$ cat src/rtl/mul_job_sequencer.sv
// Job sequencer: queues {adr1, adr2, adr_ram} jobs and steps ROM -> RF -> multiplier -> RAM -> readback.
// Latency: accepted command yields rsp_valid 7 cycles later when idle; one response per 6 cycles back-to-back.
// Backpressure: cmd_ready = !full; the FSM parks in RESP with all datapath control low until rsp_ready.
module mul_job_sequencer #(
    parameter int FIFO_DEPTH = 4,
    parameter int ADDR_W     = 3
) (
    input  logic              clk,
    input  logic              rst,
    input  logic              cmd_valid,
    output logic              cmd_ready,
    input  logic [ADDR_W-1:0] cmd_adr1,
    input  logic [ADDR_W-1:0] cmd_adr2,
    input  logic [ADDR_W-1:0] cmd_adr_ram,
    output logic [ADDR_W-1:0] rom_addr,
    output logic              rf_w,
    output logic              rf_da,
    output logic              rf_sa,
    output logic              rf_sb,
    output logic              ram_we,
    output logic [ADDR_W-1:0] ram_addr,
    input  logic [7:0]        ram_rdata,
    output logic              rsp_valid,
    input  logic              rsp_ready,
    output logic [7:0]        rsp_data,
    output logic [ADDR_W-1:0] rsp_addr,
    output logic              busy,
    output logic [7:0]        jobs_done
);

    localparam int PTR_W = (FIFO_DEPTH > 1) ? $clog2(FIFO_DEPTH) : 1;
    localparam int ENT_W = 3 * ADDR_W;

    localparam logic [2:0] IDLE    = 3'd0;
    localparam logic [2:0] LOAD_A  = 3'd1;
    localparam logic [2:0] LOAD_B  = 3'd2;
    localparam logic [2:0] WRITE   = 3'd3;
    localparam logic [2:0] READ    = 3'd4;
    localparam logic [2:0] CAPTURE = 3'd5;
    localparam logic [2:0] RESP    = 3'd6;

    logic [ENT_W-1:0]  fifo_mem [FIFO_DEPTH];
    logic [PTR_W-1:0]  wr_ptr;
    logic [PTR_W-1:0]  rd_ptr;
    logic [PTR_W:0]    count;
    logic              full;
    logic              empty;
    logic              push;
    logic              pop;

    logic [2:0]        state;
    logic [2:0]        state_nxt;
    logic [ADDR_W-1:0] job_adr1;
    logic [ADDR_W-1:0] job_adr2;
    logic [ADDR_W-1:0] job_adr_ram;

    assign full      = (count == (PTR_W+1)'(FIFO_DEPTH));
    assign empty     = (count == '0);
    assign cmd_ready = !full;
    assign push      = cmd_valid && !full;
    // A job is pulled either from IDLE or straight out of a completed RESP handshake.
    assign pop       = !empty && ((state == IDLE) || ((state == RESP) && rsp_ready));

    always_ff @(posedge clk) begin
        if (push) begin
            fifo_mem[wr_ptr] <= {cmd_adr1, cmd_adr2, cmd_adr_ram};
        end
    end

    always_ff @(posedge clk or posedge rst) begin
        if (rst) begin
            wr_ptr <= '0;
            rd_ptr <= '0;
            count  <= '0;
        end else begin
            if (push) begin
                wr_ptr <= wr_ptr + PTR_W'(1);
            end
            if (pop) begin
                rd_ptr <= rd_ptr + PTR_W'(1);
            end
            case ({push, pop})
                2'b10:   count <= count + (PTR_W+1)'(1);
                2'b01:   count <= count - (PTR_W+1)'(1);
                default: count <= count;
            endcase
        end
    end

    always_comb begin
        state_nxt = state;
        case (state)
            IDLE:    if (!empty) state_nxt = LOAD_A;
            LOAD_A:  state_nxt = LOAD_B;
            LOAD_B:  state_nxt = WRITE;
            WRITE:   state_nxt = READ;
            READ:    state_nxt = CAPTURE;
            CAPTURE: state_nxt = RESP;
            RESP:    if (rsp_ready) state_nxt = empty ? IDLE : LOAD_A;
            default: state_nxt = IDLE;
        endcase
    end

    always_ff @(posedge clk or posedge rst) begin
        if (rst) begin
            state       <= IDLE;
            job_adr1    <= '0;
            job_adr2    <= '0;
            job_adr_ram <= '0;
            rsp_data    <= '0;
            rsp_addr    <= '0;
            jobs_done   <= '0;
        end else begin
            state <= state_nxt;
            if (pop) begin
                {job_adr1, job_adr2, job_adr_ram} <= fifo_mem[rd_ptr];
            end
            if (state == CAPTURE) begin
                rsp_data <= ram_rdata;
                rsp_addr <= job_adr_ram;
            end
            if ((state == RESP) && rsp_ready) begin
                jobs_done <= jobs_done + 8'd1;
            end
        end
    end

    // Moore decode: every datapath control depends only on state and the job register.
    always_comb begin
        rom_addr = '0;
        rf_w     = 1'b0;
        rf_da    = 1'b0;
        rf_sa    = 1'b0;
        rf_sb    = 1'b0;
        ram_we   = 1'b0;
        ram_addr = (state == IDLE) ? '0 : job_adr_ram;
        case (state)
            LOAD_A: begin
                rom_addr = job_adr1;
                rf_w     = 1'b1;
            end
            LOAD_B: begin
                rom_addr = job_adr2;
                rf_w     = 1'b1;
                rf_da    = 1'b1;
            end
            WRITE: begin
                rf_sb  = 1'b1;
                ram_we = 1'b1;
            end
            default: ;
        endcase
    end

    assign rsp_valid = (state == RESP);
    assign busy      = (state != IDLE);

endmodule

$ cat config.mk
export PLATFORM = sky130hd
export DESIGN_NAME = mul_job_sequencer
export DESIGN_NICKNAME = d
export VERILOG_FILES = /design/src/rtl/mul_job_sequencer.sv
export SDC_FILE = /design/constraint.sdc
export NUM_CORES = 1
export LEC_CHECK = 0
export CORE_MARGIN = 2
export CORE_UTILIZATION = 23
export DETAILED_ROUTE_END_ITERATION = 10
export GPL_TIMING_DRIVEN = 0
export PLACE_DENSITY = 0.48
export REMOVE_ABC_BUFFERS = 1
export SLEW_MARGIN = 20
export SYNTH_ARGS = -nofsm -noshare
export SYNTH_HDL_FRONTEND = slang
export SYNTH_SLANG_ARGS = --single-unit
$ cat constraint.sdc
create_clock -name clk -period 2.5 [get_ports clk]
set_input_delay 0.75 -clock clk [delete_from_list [all_inputs] [get_ports clk]]
set_output_delay 0.75 -clock clk [all_outputs]
set_load 0.005 [all_outputs]
==> results.py <==
metrics = {
    "timing": {
        "fin_skew_ns": 0.00567,
        "worstMarginPinSlew_ns": 0.631,
        "min_period_over_period_pct": 96.9,
        "setup_viol": 0,
        "clock.fmax_mhz": 413,
        "maxSlewViolCount": 0,
        "period_needed_ns": 2.42,
        "max_slew_margin_pct": 57.9,
        "rsz0062_at_grt": "false",
        "final-hold-violation-count": 0,
        "fin_tns_setup_ns": 0,
    },
    "critical_path": {
        "critPathKind": "reg -> out",
        "rr_startpoint": "state[2]$_DFFE_PP0P_",
        "rr_endpoint": "count[2]$_DFFE_PP0P_",
        "end_kind": "output pin",
        "critPathLaunchType": "flip-flop",
        "worstPathArrival_ns": 1.67,
        "critPathMaxFanout": 4,
        "r2r_cells": 9,
        "r2r_slack_ns": 0.28,
        "crit_required_ns": 1.75,
    },
    "cts": {
        "cts_tree": "built",
        "numCtsBuffers": 9,
        "cts.htree.levels": 3,
        "cts_hold_buf": 0,
        "clock_latency_ns": 0.33,
        "cts_root_buf": "clkbuf_16",
        "clkSlewWorstSetupHoldPaths_ns": 0.06,
        "clk_path_buf_depth": 2,
        "cts_sinks": 74,
    },
    "global_routing": {
        "grt_pass1_vias": 1876,
        "grtUsageTotal_pct": 9.04,
        "antenna_found_initial": 0,
        "grt_max_degree": 28,
        "grt_pass1_wl_mm": 9.96,
        "gr-total-overflow": 0,
    },
    "yosys": {
        "yosysTopAreaCell": "edfxtp_1",
        "ys_async_sr_fraction_pct": 51.4,
        "ys_seq_area_share_pct": 64.3,
        "synthTopCellsByCount": "38 x dfrtp_1, 36 x edfxtp_1, 13 x mux2_2",
        "synth_top_area_share_pct": 34.2,
        "netlist-cell-type-count": 40,
        "synth.most_common_cell": "dfrtp_1",
        "synth-edff-count": 36,
        "synth_top_cells_by_area": "edfxtp_1 34%, dfrtp_1 30%, mux4_2 6.4%",
        "syn-mean-instance-area_um2": 16.1,
        "syn_inst": 196,
        "ys_ff_latch": 74,
        "yosys_most_used_dff": "dfrtp_1",
        "synth_area_mm2": 0.00316,
        "ys.warnings.count": 0,
    },
    "place": {
        "routabilityCongestion": 0.705,
        "dp.cells": 415,
        "hpwl_mm": 4.20,
        "portBuffers": 52,
    },
    "floorplanning": {
        "core_mm2": 0.0133,
        "rows": 42,
        "die_y_um": 121,
        "die_x_um": 121,
        "start_util_pct": 23.7,
        "dieArea_mm2": 0.0147,
        "io_pins": 54,
    },
    "min_path": {
        "min_to": "jobs_done[7]$_DFFE_PP0P_",
        "min_from": "jobs_done[7]$_DFFE_PP0P_",
        "hold_path_class": "reg -> reg",
        "whs_path_depth": 1,
    },
    "detailed_routing": {
        "drt_first_pass_iters": 4,
        "final_antenna_net_count": 0,
        "routed_via_density": 4.02,
        "via_count": 1782,
        "drc": 0,
        "drt_iter0_drc": 46,
        "wl_per_cell_um": 13.6,
        "routed_wl_mm": 6.03,
    },
    "final_layout": {
        "n_antenna_cell": 0,
        "area_growth_syn_to_layout_pct": 34.9,
        "stdcell_count": 443,
        "drive_gt1_share_pct": 28.1,
        "fillCellCount": 1347,
        "final_core_utilization_pct": 31.9,
        "multi_input_area_mm2": 0.00105,
        "fin_nets": 290,
        "seq_area_mm2": 0.00204,
    },
    "power_and_ir_drop": {
        "peakVddDrop_mv": 0.363,
        "p_leak_nw": 1.69,
        "power_w": 0.00523,
        "p_per_area_mw_per_mm2": 1230,
    },
    "flow_run": {
        "maxCapViolCount": 0,
    },
    "run_status": {
        "outcome": "finished, final reports clean",
    },
}
-- worst max-delay path by stage --
stage	end	from	slack, ns
after global routing	ram_addr[2]	state[2]$_DFFE_PP0P_	0.0004
after CTS	ram_addr[2]	state[1]$_DFFE_PP0P_	0.02
after global placement	count[2]$_DFFE_PP0P_	rsp_ready	-1.02
final	ram_addr[2]	state[2]$_DFFE_PP0P_	0.08
after detailed placement	count[2]$_DFFE_PP0P_	rsp_ready	-1.04
after floorplan	count[2]$_DFFE_PP0P_	rsp_ready	-0.17
-- cell families after synthesis --
group                      Yosys count  share of synthesized area (%)
AOI/OAI and AO/OA                   10                           3.01
xor gates and xnor gates            13                           3.61
adders and majority gates            7                           3.01
buffers and inverters               19                           3.09
DFF                                 74                           64.3
muxes                               32                           15.5
other                                1                          0.119
and+or+nand+nor                     40                           7.29
-- sequential cells by signal, indices dropped and copies added (netlist names) --
name         count
job_adr_ram      3
wr_ptr           2
rsp_addr         3
job_adr1         3
rsp_data         8
state            3
count            3
jobs_done        8
rd_ptr           2
job_adr2         3
fifo_mem        36
-- layer usage --
metal	track usage (%)	up-vias	wire [um]
met4	3.23	0	86
li1	-	834	-
met5	0	-	0
met1	11.4	888	2690
met2	14.3	52	2900
met3	3.29	8	354
-- cells in the final DEF (no fill, tap or decap), drive strengths merged, types with 4 or more instances in the layout --
master / Yosys / layout
and3: 4 / 4
buf: 8 / 13
clkbuf: 2 / 9
clkdlybuf4s50: 0 / 47
dfrtp: 38 / 38
dlygate4sd2: 0 / 5
edfxtp: 36 / 36
ha: 6 / 6
inv: 9 / 9
mux2: 22 / 22
mux4: 9 / 9
nand2: 7 / 7
nand3: 4 / 4
nor2: 9 / 9
nor2b: 5 / 5
xnor2: 5 / 5
xor2: 8 / 8
-- worst max-delay path, stage by stage, from the launching register on --
cell             delay, ns
dfrtp_2               0.41
or2_4                 0.27
nor2_4                0.15
nor2b_1               0.07
clkdlybuf4s50_1       0.44
-- area by class of cell --
class | count | share of cell area, %
tap | 176 | 5.17
sequential | 74 | 47.8
multi-input combinational | 103 | 24.6
clock buffer | 9 | 5.29
inverter | 9 | 0.793
clock inverter | 7 | 1.65
timing repair buffer | 65 | 14.7
-- repair_timing --
item,CTS,global route
pin swaps,2,2
resized for setup,14,1
buffers inserted,10,2
setup endpoints to repair,14,6
-- per-stage QoR --
stage	hold WS, ns	setup slack (ns)	instance area [um2]
2_1_floorplan	0.465	-0.171	3090
3_3_place_gp	0.455	-1.02	3830
3_5_place_dp	0.456	-1.04	3850
4_1_cts	0.468	0.0154	4240
5_1_grt	0.489	0.000417	4260
6_report	0.467	0.0783	4260
-- power breakdown --
part | internal (W) | switching (W) | total [W]
combinational | 0.00122 | 0.000752 | 0.00197
clock | 0.000768 | 0.000492 | 0.00126
sequential | 0.00170 | 0.000298 | 0.00200
No activity file was read; power rests on OpenSTA's default activity.
